## src/rtl/sn7486_quad_xor_pkg.sv

```systemverilog
// tt_pkg: shared TTL pin indices and a 4-state aware XOR helper.
package tt_pkg;
  localparam int VCC_PIN = 14;
  localparam int GND_PIN = 7;
  function automatic logic xor2_4s(input logic a, input logic b);
    return ((a === 1'b0 || a === 1'b1) && (b === 1'b0 || b === 1'b1)) ? a ^ b : 1'bx;
  endfunction
endpackage

```

## src/rtl/sn7486_quad_xor_if.sv

```systemverilog
// sn7486_quad_xor_if: the 14 package pins; master is the board, slave is the chip.
interface sn7486_quad_xor_if;
  logic P1, P2, P3, P4, P5, P6, P7, P8, P9, P10, P11, P12, P13, P14;
  modport master (output P1, P2, P4, P5, P7, P9, P10, P12, P13, P14, input P3, P6, P8, P11);
  modport slave (input P1, P2, P4, P5, P7, P9, P10, P12, P13, P14, output P3, P6, P8, P11);
endinterface

```

## src/rtl/sn7486_quad_xor_gate.sv

```systemverilog
// ttl_xor2_gate: one XOR gate, forced low without power, optionally registered.
import tt_pkg::*;
module ttl_xor2_gate #(parameter bit OUT_REG = 1'b0) (
  input  logic clk,
  input  logic rst,
  input  logic a,
  input  logic b,
  input  logic pwr_good,
  output logic y
);
  logic d, q;
  assign d = pwr_good ? xor2_4s(a, b) : 1'b0;
  always_ff @(posedge clk)
    q <= rst ? 1'b0 : d;
  // the flop is dead logic when OUT_REG=0 and is trimmed by synthesis
  assign y = OUT_REG ? q : d;
endmodule

```

## src/rtl/sn7486_quad_xor.sv

```systemverilog
// sn7486_quad_xor: 7486 quad XOR package with supply monitor and optional output registers.
import tt_pkg::*;
module sn7486_quad_xor #(parameter bit OUT_REG = 1'b0) (
  input  logic clk,
  input  logic rst,
  sn7486_quad_xor_if.slave pins,
  output logic pwr_fault
);
  logic [VCC_PIN:GND_PIN] rail;
  logic pwr_good;
  // only VCC=1 and GND=0 exactly is good; any X/Z on a rail fails the match
  assign rail = {pins.P14, {(VCC_PIN - GND_PIN - 1){1'b0}}, pins.P7};
  assign pwr_good = (rail === {1'b1, {(VCC_PIN - GND_PIN){1'b0}}});
  always_ff @(posedge clk)
    pwr_fault <= rst ? 1'b0 : (pwr_fault | ~pwr_good);
  ttl_xor2_gate #(.OUT_REG(OUT_REG)) g1 (.clk(clk), .rst(rst), .a(pins.P1),  .b(pins.P2),  .pwr_good(pwr_good), .y(pins.P3));
  ttl_xor2_gate #(.OUT_REG(OUT_REG)) g2 (.clk(clk), .rst(rst), .a(pins.P4),  .b(pins.P5),  .pwr_good(pwr_good), .y(pins.P6));
  ttl_xor2_gate #(.OUT_REG(OUT_REG)) g3 (.clk(clk), .rst(rst), .a(pins.P9),  .b(pins.P10), .pwr_good(pwr_good), .y(pins.P8));
  ttl_xor2_gate #(.OUT_REG(OUT_REG)) g4 (.clk(clk), .rst(rst), .a(pins.P12), .b(pins.P13), .pwr_good(pwr_good), .y(pins.P11));
endmodule

```

## src/flat_wrapper.sv

```systemverilog
// flat-port wrapper written by rule: the top's interface ports become plain ports
module sn7486_quad_xor_flat 
#(parameter bit OUT_REG = 1'b0)
  (clk, rst, pwr_fault, pins_P1, pins_P2, pins_P4, pins_P5, pins_P7, pins_P9, pins_P10, pins_P12, pins_P13, pins_P14, pins_P3, pins_P6, pins_P8, pins_P11);
  sn7486_quad_xor_if pins_i ();
  input  logic clk;
  input  logic rst;
  output logic pwr_fault;
  input wire logic [$bits(pins_i.P1)-1:0] pins_P1;
  input wire logic [$bits(pins_i.P2)-1:0] pins_P2;
  input wire logic [$bits(pins_i.P4)-1:0] pins_P4;
  input wire logic [$bits(pins_i.P5)-1:0] pins_P5;
  input wire logic [$bits(pins_i.P7)-1:0] pins_P7;
  input wire logic [$bits(pins_i.P9)-1:0] pins_P9;
  input wire logic [$bits(pins_i.P10)-1:0] pins_P10;
  input wire logic [$bits(pins_i.P12)-1:0] pins_P12;
  input wire logic [$bits(pins_i.P13)-1:0] pins_P13;
  input wire logic [$bits(pins_i.P14)-1:0] pins_P14;
  output wire logic [$bits(pins_i.P3)-1:0] pins_P3;
  output wire logic [$bits(pins_i.P6)-1:0] pins_P6;
  output wire logic [$bits(pins_i.P8)-1:0] pins_P8;
  output wire logic [$bits(pins_i.P11)-1:0] pins_P11;
  assign pins_i.P1 = pins_P1;
  assign pins_i.P2 = pins_P2;
  assign pins_i.P4 = pins_P4;
  assign pins_i.P5 = pins_P5;
  assign pins_i.P7 = pins_P7;
  assign pins_i.P9 = pins_P9;
  assign pins_i.P10 = pins_P10;
  assign pins_i.P12 = pins_P12;
  assign pins_i.P13 = pins_P13;
  assign pins_i.P14 = pins_P14;
  assign pins_P3 = pins_i.P3;
  assign pins_P6 = pins_i.P6;
  assign pins_P8 = pins_i.P8;
  assign pins_P11 = pins_i.P11;
  sn7486_quad_xor #(.OUT_REG(OUT_REG)) u_core (.clk(clk), .rst(rst), .pins(pins_i), .pwr_fault(pwr_fault));
endmodule
```

## config.mk

```make
export PLATFORM = sky130hd
export DESIGN_NAME = sn7486_quad_xor_flat
export DESIGN_NICKNAME = d
export VERILOG_FILES = /design/src/rtl/sn7486_quad_xor_pkg.sv /design/src/rtl/sn7486_quad_xor_if.sv /design/src/rtl/sn7486_quad_xor_gate.sv /design/src/rtl/sn7486_quad_xor.sv /design/src/flat_wrapper.sv
export SDC_FILE = /design/constraint.sdc
export NUM_CORES = 1
export LEC_CHECK = 0
export BUFFER_PORTS_ARGS = -buffer_cell sky130_fd_sc_hd__buf_4
export CELL_PAD_IN_SITES_DETAIL_PLACEMENT = 1
export CELL_PAD_IN_SITES_GLOBAL_PLACEMENT = 1
export CORE_AREA = 2 2 39 41
export CTS_CLUSTER_SIZE = 12
export DETAILED_ROUTE_END_ITERATION = 8
export DIE_AREA = 0 0 41 43
export PLACE_DENSITY_LB_ADDON = 0.12
export SYNTH_ARGS = -nofsm -noshare
export SYNTH_HDL_FRONTEND = slang
export SYNTH_SLANG_ARGS = --single-unit
```

## constraint.sdc

```tcl
create_clock -name clk -period 1 [get_ports clk]
set_input_delay 0.2 -clock clk [delete_from_list [all_inputs] [get_ports clk]]
set_output_delay 0.2 -clock clk [all_outputs]
set_load 0.005 [all_outputs]
```

==> results of run 1 <==
cells by family (layout without fill, tap and decap cells):
group                  Yosys count  count (layout)  share of synthesized area, %
AND/OR/NAND/NOR                  5               5                          30.7
XOR/XNOR                         4               4                          37.3
flip-flops                       1               1                          21.3
buffers and inverters            0              16                             0
AO/OA/AOI/OAI                    1               1                          10.7
path summary, 6_finish.rpt:
| kind | end | cells after the start |
|---|---|---|
| setup / recovery | pins_P3 | 4 |
| hold / removal | u_core.pwr_fault$_SDFF_PP0_ | 2 |
| setup reg to reg | u_core.pwr_fault$_SDFF_PP0_ | 1 |
| hold reg to reg | u_core.pwr_fault$_SDFF_PP0_ | 1 |
synthesized netlist by cell type:
| master | instances | area, um2 |
|---|---|---|
| nor2_1 | 4 | 15.0 |
| o21ba_1 | 1 | 10.0 |
| dfxtp_1 | 1 | 20.0 |
| xnor2_1 | 4 | 35.0 |
| nand2b_4 | 1 | 13.8 |
power groups by stage:
stage / registers (mW) / logic (mW) / clock network (mW)
floorplan: 0.0452 / 0.0275 / 0
global placement: 0.0449 / 0.0820 / 0
detailed placement: 0.0450 / 0.0836 / 0
CTS: 0.0450 / 0.0839 / 0
global route: 0.0454 / 0.0887 / 0
finish: 0.0448 / 0.0821 / 0
through the flow:
step / hold slack (ns) / util, %
2_1_floorplan: 0.367 / -
3_3_place_gp: 0.450 / 16.9
3_5_place_dp: 0.462 / 16.9
4_1_cts: 0.461 / 16.9
5_1_grt: 0.469 / 16.9
6_report: 0.457 / 16.9
area by class of cell:
type                       instances  area, um2
fill                             177       1150
multi-input combinational         10       73.8
tap                               16       20.0
sequential                         1       20.0
timing repair buffer              16        120
layer usage:
metal | vias to the layer above | global-route usage [%] | routed length (um)
li1 | 67 | - | -
met4 | 0 | 0 | 0
met1 | 55 | 3.80 | 109
met2 | 14 | 7.19 | 156
met3 | 0 | 1.05 | 49
met5 | - | 0 | 0
critical path, stage by stage:
cell	delay, ns
buf_4	0.11
nand2b_4	0.15
nor2_1	0.12
buf_4	0.12
==> impl_metrics.csv, run 1 <==
group,metric,value,unit
critical_path,reg2reg_slack,0.43,ns
clocking,clk_latency,0,ns
drt,drt-total-wl,314,um
critical_path,arrival,0.69,ns
die,die_h,43,um
synthesis,syn_area,93.8,um2
sta,slew_headroom,92.0,%
synthesis,syn-num-nets,23,
power,clkPwrFrac,0,%
power,seqPwrFrac,35.3,%
synthesis,ys_seq_elements,1,
synthesis,syn_area_per_cell,8.53,um2
sta,rsz0062_at_grt,"false",
critical_path,worstPathRequired,0.80,ns
die,initial_core_util,6.78,%
finish,largestRegisters,"u_core.pwr_fault: 1 flops",
synthesis,yosys_warnings,0,
power,total_power,0.127,mW
finish,fin_area,234,um2
drt,drt_iter0_drc,0,
critical_path,critPathKind,"primary input to output pin",
drt,vias_per_cell,3.16,
power,switchingPower,0.0256,mW
finish,layout_common_cells,"buf_4 (16), xnor2_1 (4), nor2_1 (4)",
placed_design,gp_congestion,0.510,
min_path,holdCritPathClass,"primary input to flop",
die,ios,17,
sta,finalCriticalPeriod,0.892,ns
die,core-area,1380,um2
global_routing,antenna_found_initial,0,
clocking,cts_setup_buffers,0,
power,swShare,20.2,%
min_path,hold_path.startpoint,"rst",
run,cap_violations,0,
placed_design,placedCellCount,43,
die,num_rows,14,
die,fp.dieW,41,um
finish,nNetsFinal,41,
power,p_int,0.101,mW
sta,setup_viol,0,
critical_path,cp_max_fo,5,
finish,mostFrequentLayoutCell,"buf_4",
placed_design,dpl.hpwl,291,um
synthesis,yosys.cell_types.count,5,
clocking,path_clk_slew,0,ns
global_routing,grt_max_degree,6,
drt,wl_per_cell,7.30,um
finish,diodes,0,
global_routing,first_global_vias,136,
synthesis,ys_seq_area_share,21.3,%
global_routing,gr-usage-all-layers,3.70,%
power,power_density,542,nW/um2
die,die-area,1760,um2
sta,timing.final.crit_share,89.2,%
drt,ant_nets,0,
clocking,hold_buffers,0,
sta,tns,0,ns
run_status,status,"completed",
synthesis,synth_cells,11,
placed_design,placed_area,234,um2
power,p_leak,0.117,nW
power,comb_power_share,64.7,%
critical_path,cp-startpoint,"pins_P7",
global_routing,grt_first_pass_wirelength,496,um
global_routing,grt.overflow.total,0,
finish,stdcell_count,43,
sta,fmax,1120,MHz
sta,slew_violations,0,
clocking,postCtsResizedCells,0,
drt,vias,136,
sta,finalHoldViolations,0,
sta,finalClockSkew,0,ns
placed_design,port_buffers,16,
sta,tightest_slew,0.119,ns
finish,drive_above_1_share,63.0,%
finish,regMostFlops,"u_core.pwr_fault",
critical_path,r2r-start,"u_core.pwr_fault$_SDFF_PP0_",
power,peakVddDrop,0.101,mV
critical_path,worst_setup_path_start_kind,"primary input",
sta,setup_ws,0.108,ns
drt,drc,0,
finish,largest_reg_flops,1,
critical_path,end_kind,"output pin",
placed_design,dp_slack,0.104,ns
finish,syn2layout_area_growth,149,%
drt,drtPass1Iterations,1,
Power figures use the tool's default switching activity.
==> inputs of run 2 (changes only) <==
ABC_AREA = 1   (was default)
==> run 2 against run 1 <==
Compared with the run above: utilization rose by 1.1 points; worst setup slack got worse by 0.0036 ns; global-route usage rose by 0.71 points; fmax fell by 0.40%; combinational power fell by 2%; sequential share of layout area fell by 0.52 points; sequential power barely moved; first-iteration DRC count did not move; critical path depth rose by 1; area after synthesis rose by 16%; critical path type unchanged; critical endpoint is now pins_P6; largest cell class unchanged.
==> impl_metrics.csv, run 2 <==
group,metric,value,unit
finish,mostFrequentLayoutCell,"buf_4",
global_routing,first_global_vias,165,
drt,vias_per_cell,3.67,
min_path,holdPathStages,4,
finish,largest_reg_flops,1,
synthesis,yosys_warnings,0,
critical_path,r2r-end,"u_core.pwr_fault$_SDFF_PP0_",
critical_path,worst_setup_path_start_kind,"primary input",
die,core-area,1380,um2
run,cap_violations,0,
sta,fmax,1120,MHz
placed_design,dpl.hpwl,387,um
drt,drt_iter0_drc,0,
die,ios,17,
sta,setup_viol,0,
critical_path,critPathKind,"primary input to output pin",
min_path,holdCritPathClass,"primary input to flop",
synthesis,synth-xor-area-share,0,%
synthesis,synth_top_family_by_area,"simple AND/OR/NAND/NOR gates",
finish,diodes,0,
finish,regMostFlops,"u_core.pwr_fault",
sta,tns,0,ns
power,p_leak,0.146,nW
clocking,hold_buffers,0,
drt,ant_nets,0,
sta,tightest_slew,0.104,ns
critical_path,arrival,0.70,ns
synthesis,synth-adder-area-share,0,%
min_path,hold_path.startpoint,"rst",
synthesis,synth.top_cell.area_share,27.6,%
global_routing,gr-usage-all-layers,4.40,%
sta,slew_violations,0,
finish,syn2layout_area_growth,129,%
die,fp.dieW,41,um
finish,largestRegisters,"u_core.pwr_fault: 1 flops",
power,peakVddDrop,0.225,mV
clocking,path_clk_slew,0,ns
die,die-area,1760,um2
global_routing,grt_max_degree,6,
synthesis,synth_common_cells,"nor2_1 (8), nand2_1 (5), nand3_1 (5)",
synthesis,ys_seq_area_share,18.4,%
critical_path,reg2regPathDepth,4,
sta,finalHoldViolations,0,
clocking,clk_latency,0,ns
run_status,status,"completed",
synthesis,synth_cells,23,
die,num_rows,14,
synthesis,synth_edf_count,0,
synthesis,yosys.cell_types.count,6,
synthesis,synth-simple-area-share,67.8,%
sta,hold-worst-slack,0.439,ns
sta,rsz0062_at_grt,"false",
critical_path,end_kind,"output pin",
synthesis,syn_area_per_cell,4.73,um2
critical_path,cp_max_fo,5,
synthesis,synthArstFlopShare,0,%
synthesis,syn-num-nets,35,
synthesis,ys_seq_elements,1,
clocking,cts_setup_buffers,0,
sta,slew_headroom,93.1,%
sta,finalClockSkew,0,ns
drt,drt-total-wl,420,um
critical_path,r2r-start,"u_core.pwr_fault$_SDFF_PP0_",
placed_design,port_buffers,16,
global_routing,antenna_found_initial,0,
drt,wl_per_cell,7.64,um
global_routing,grt.overflow.total,0,
sta,timing.final.crit_share,89.6,%
clocking,postCtsResizedCells,0,
sta,finalCriticalPeriod,0.896,ns
placed_design,gp_congestion,0.497,
drt,drtPass1Iterations,1,
finish,drive_above_1_share,43.6,%
die,initial_core_util,7.87,%
die,die_h,43,um
synthesis,yosysMostFrequentCell,"nor2_1",
synthesis,syn_area,109,um2
synthesis,synth_flop_cell,"dfxtp_1",
synthesis,synth_compound_area_share,0,%
finish,nNetsFinal,53,
min_path,min_to,"u_core.pwr_fault$_SDFF_PP0_",
finish,layout_common_cells,"buf_4 (16), nor2_1 (8), nand2_1 (5), nand3_1 (5), inv_1 (3)",
drt,vias,202,
critical_path,worstPathRequired,0.80,ns
power,power_density,504,nW/um2
drt,drc,0,
critical_path,reg2reg_slack,0.40,ns
synthesis,synthTopCellsByArea,"nor2_1 (28%), nand3_1 (23%), dfxtp_1 (18%), nand2_1 (17%), inv_1 (10%)",
synthesis,yosys.area.top_type,"nor2_1",
global_routing,grt_first_pass_wirelength,593,um
synthesis,synth_mux_area_share,0,%
-- run 2: worst max-delay path by stage --
stage,startpoint,slack (ns),end
finish,pins_P7,0.10,pins_P6
floorplan,pins_P7,0.37,pins_P11
CTS,pins_P7,0.08,pins_P6
global route,pins_P7,0.03,pins_P8
detailed placement,pins_P7,0.08,pins_P6
global placement,pins_P7,0.12,pins_P11
-- run 2: report_power, final --
| part | internal (mW) | switching, mW |
|---|---|---|
| Sequential | 0.0436 | 0.00137 |
| Clock | 0 | 0 |
| Combinational | 0.0496 | 0.0310 |
-- run 2: area by class of cell --
cell class	count	area, um2
fill	189	1130
timing repair buffer	16	120
multi-input combinational	18	73.8
sequential	1	20.0
tap	16	20.0
inverter	4	15.0
-- run 2: per-stage QoR --
stage	worst slack [ns]	std cells	instance area, um2	power, mW	util, %
global route	0.0343	55	249	0.136	18.0
floorplan	0.367	23	109	0.0680	-
finish	0.104	55	249	0.126	18.0
detailed placement	0.0812	55	249	0.128	18.0
global placement	0.120	55	249	0.124	18.0
CTS	0.0812	55	249	0.128	18.0
-- run 2: per-layer routing --
layer	part of all wire [%]	GRT usage, %	vias up
met5	0	0	-
met4	0	0	0
met3	14	0	0
met2	47	8.13	11
met1	39	5.73	89
li1	-	-	102
-- run 2: logic make-up after synthesis --
group,after synthesis
buffers and inverters,4
flip-flops,1
AND/OR/NAND/NOR,18
-- run 2: critical path, cell delays in order --
cell and delay (ns):
buf_4 0.11, inv_2 0.08, nand3_1 0.08, nor2_1 0.11, buf_4 0.12
==> inputs of run 3 (changes only) <==
BUFFER_PORTS_ARGS = default   (was -buffer_cell sky130_fd_sc_hd__buf_4)
DONT_BUFFER_PORTS = 1   (was default)
SETUP_SLACK_MARGIN = 0.2   (was default)
==> run 3 against run 2 <==
Compared with the run above: first-iteration DRC count stayed put; flip-flop and latch count did not move; via count is 32% lower; worst setup slack better by 0.21 ns; sequential share of layout area up 7.5 points; power shrank 43%; utilization fell by 8.7 points; routed wire length down 25%; die area unchanged; critical path type unchanged; largest power group is now sequential cells.
==> impl_metrics.csv, run 3 (same netlist as run 2, synthesis figures left out) <==
group,metric,value,unit
run_status,status,"completed",
die,die-area,1760,um2
critical_path,crit_chain,"inv_2 > nand3_1 > nor2_1",
finish,register_area,20.0,um2
critical_path,end_kind,"output pin",
finish,diodes,0,
critical_path,reg2regPathDepth,4,
global_routing,first_global_vias,126,
finish,layout_common_cells,"nor2_1 (8), nand2_1 (5), nand3_1 (5)",
global_routing,grt_first_pass_wirelength,427,um
finish,n_fill_cell,178,
finish,fin_area,129,um2
clocking,hold_buffers,0,
critical_path,reg2reg_slack,0.39,ns
placed_design,dpl.hpwl,288,um
critical_path,r2r-start,"u_core.pwr_fault$_SDFF_PP0_",
die,die_h,43,um
sta,timing.final.crit_share,68.6,%
finish,finalCoreUtilization,9.31,%
drt,drt_iter0_drc,0,
finish,largest_reg_flops,1,
die,core-area,1380,um2
power,peakVddDrop,0.208,mV
power,power_density,555,nW/um2
clocking,cts_setup_buffers,0,
clocking,postCtsResizedCells,0,
placed_design,port_buffers,0,
finish,nNetsFinal,37,
die,ios,17,
critical_path,timing.critical_path.buf_inv,1,
sta,tns,0,ns
drt,vias,138,
placed_design,gp_congestion,0.464,
global_routing,gr-usage-all-layers,3.30,%
finish,syn2layout_area_growth,18.4,%
critical_path,arrival,0.49,ns
finish,stdcell_count,39,
global_routing,antenna_found_initial,0,
sta,finalClockSkew,0,ns
sta,slew_headroom,91.1,%
sta,slew_violations,0,
critical_path,r2r-end,"u_core.pwr_fault$_SDFF_PP0_",
critical_path,cp_max_fo,5,
drt,drc,0,
finish,mostFrequentLayoutCell,"nor2_1",
clocking,clk_latency,0,ns
placed_design,placed_area,129,um2
drt,drt-total-wl,314,um
die,num_rows,14,
clocking,path_clk_slew,0,ns
sta,finalHoldViolations,0,
sta,setup_viol,0,
power,p_leak,0.0671,nW
finish,multi_input_comb_area,73.8,um2
sta,tightest_slew,0.133,ns
run,cap_violations,0,
critical_path,critPathKind,"primary input to output pin",
drt,wl_per_cell,8.05,um
global_routing,grt_max_degree,6,
critical_path,worstPathRequired,0.80,ns
drt,ant_nets,0,
die,initial_core_util,7.87,%
critical_path,worst_setup_path_start_kind,"primary input",
critical_path,crit_family,"simple AND/OR/NAND/NOR gates",
min_path,holdCritPathClass,"primary input to flop",
placed_design,placedCellCount,39,
sta,finalCriticalPeriod,0.686,ns
drt,vias_per_cell,3.54,
critical_path,cp-startpoint,"pins_P7",
die,fp.dieW,41,um
sta,fmax,1460,MHz
drt,drtPass1Iterations,1,
global_routing,grt.overflow.total,0,
finish,drive_above_1_share,4.35,%
sta,rsz0062_at_grt,"false",
critical_path,worstSetupEndpoint,"pins_P11",
critical_path,crit_slowest_cell,"nor2_1",
finish,regMostFlops,"u_core.pwr_fault",
critical_path,slowest_delay,0.13,ns
critical_path,cp.depth,3,
finish,largestRegisters,"u_core.pwr_fault: 1 flops",
## run 3: cell count changes in the layout (fill, tap and decap cells not counted), sizes merged
| cell | before | now |
|---|---|---|
| buf | 16 | 0 |
## run 3: worst min-delay path by stage
stage | cells past startpoint | slack, ns | endpoint | startpoint
4_1_cts | 3 | 0.35 | u_core.pwr_fault$_SDFF_PP0_ | rst
3_5_place_dp | 3 | 0.35 | u_core.pwr_fault$_SDFF_PP0_ | rst
3_3_place_gp | 3 | 0.34 | u_core.pwr_fault$_SDFF_PP0_ | rst
2_1_floorplan | 3 | 0.34 | u_core.pwr_fault$_SDFF_PP0_ | rst
6_report | 3 | 0.34 | u_core.pwr_fault$_SDFF_PP0_ | rst
5_1_grt | 3 | 0.39 | u_core.pwr_fault$_SDFF_PP0_ | rst
## run 3: worst reg2reg max path, stage by stage (launching register included)
cell and delay (ns):
dfxtp_1 0.30, inv_1 0.05, nand3_1 0.05, nand2_1 0.06
inv_1 0.03
## run 3: through the flow
stage	hold WS, ns	setup WS (ns)	total power [mW]
final	0.344	0.314	0.0715
after global placement	0.339	0.304	0.0717
after CTS	0.349	0.296	0.0730
after detailed placement	0.349	0.296	0.0730
after global routing	0.387	0.242	0.0777
after floorplan	0.335	0.367	0.0680
## run 3: layout make-up
type | count | share of cell area [%]
Inverter | 4 | 11.7
Multi-Input combinational cell | 18 | 57.3
Sequential cell | 1 | 15.5
Tap cell | 16 | 15.5
## run 3: report_power, final
| group | internal, mW | switching, mW |
|---|---|---|
| logic | 0.0109 | 0.0149 |
| clock network | 0 | 0 |
| registers | 0.0436 | 0.00199 |
## run 3: layer usage
metal  vias up  GRT usage (%)  share of wire, %
met3         0              0                20
met1        57           5.10                35
met5         -              0                 0
li1         70              -                 -
met2        11           5.31                45
met4         0              0                 0
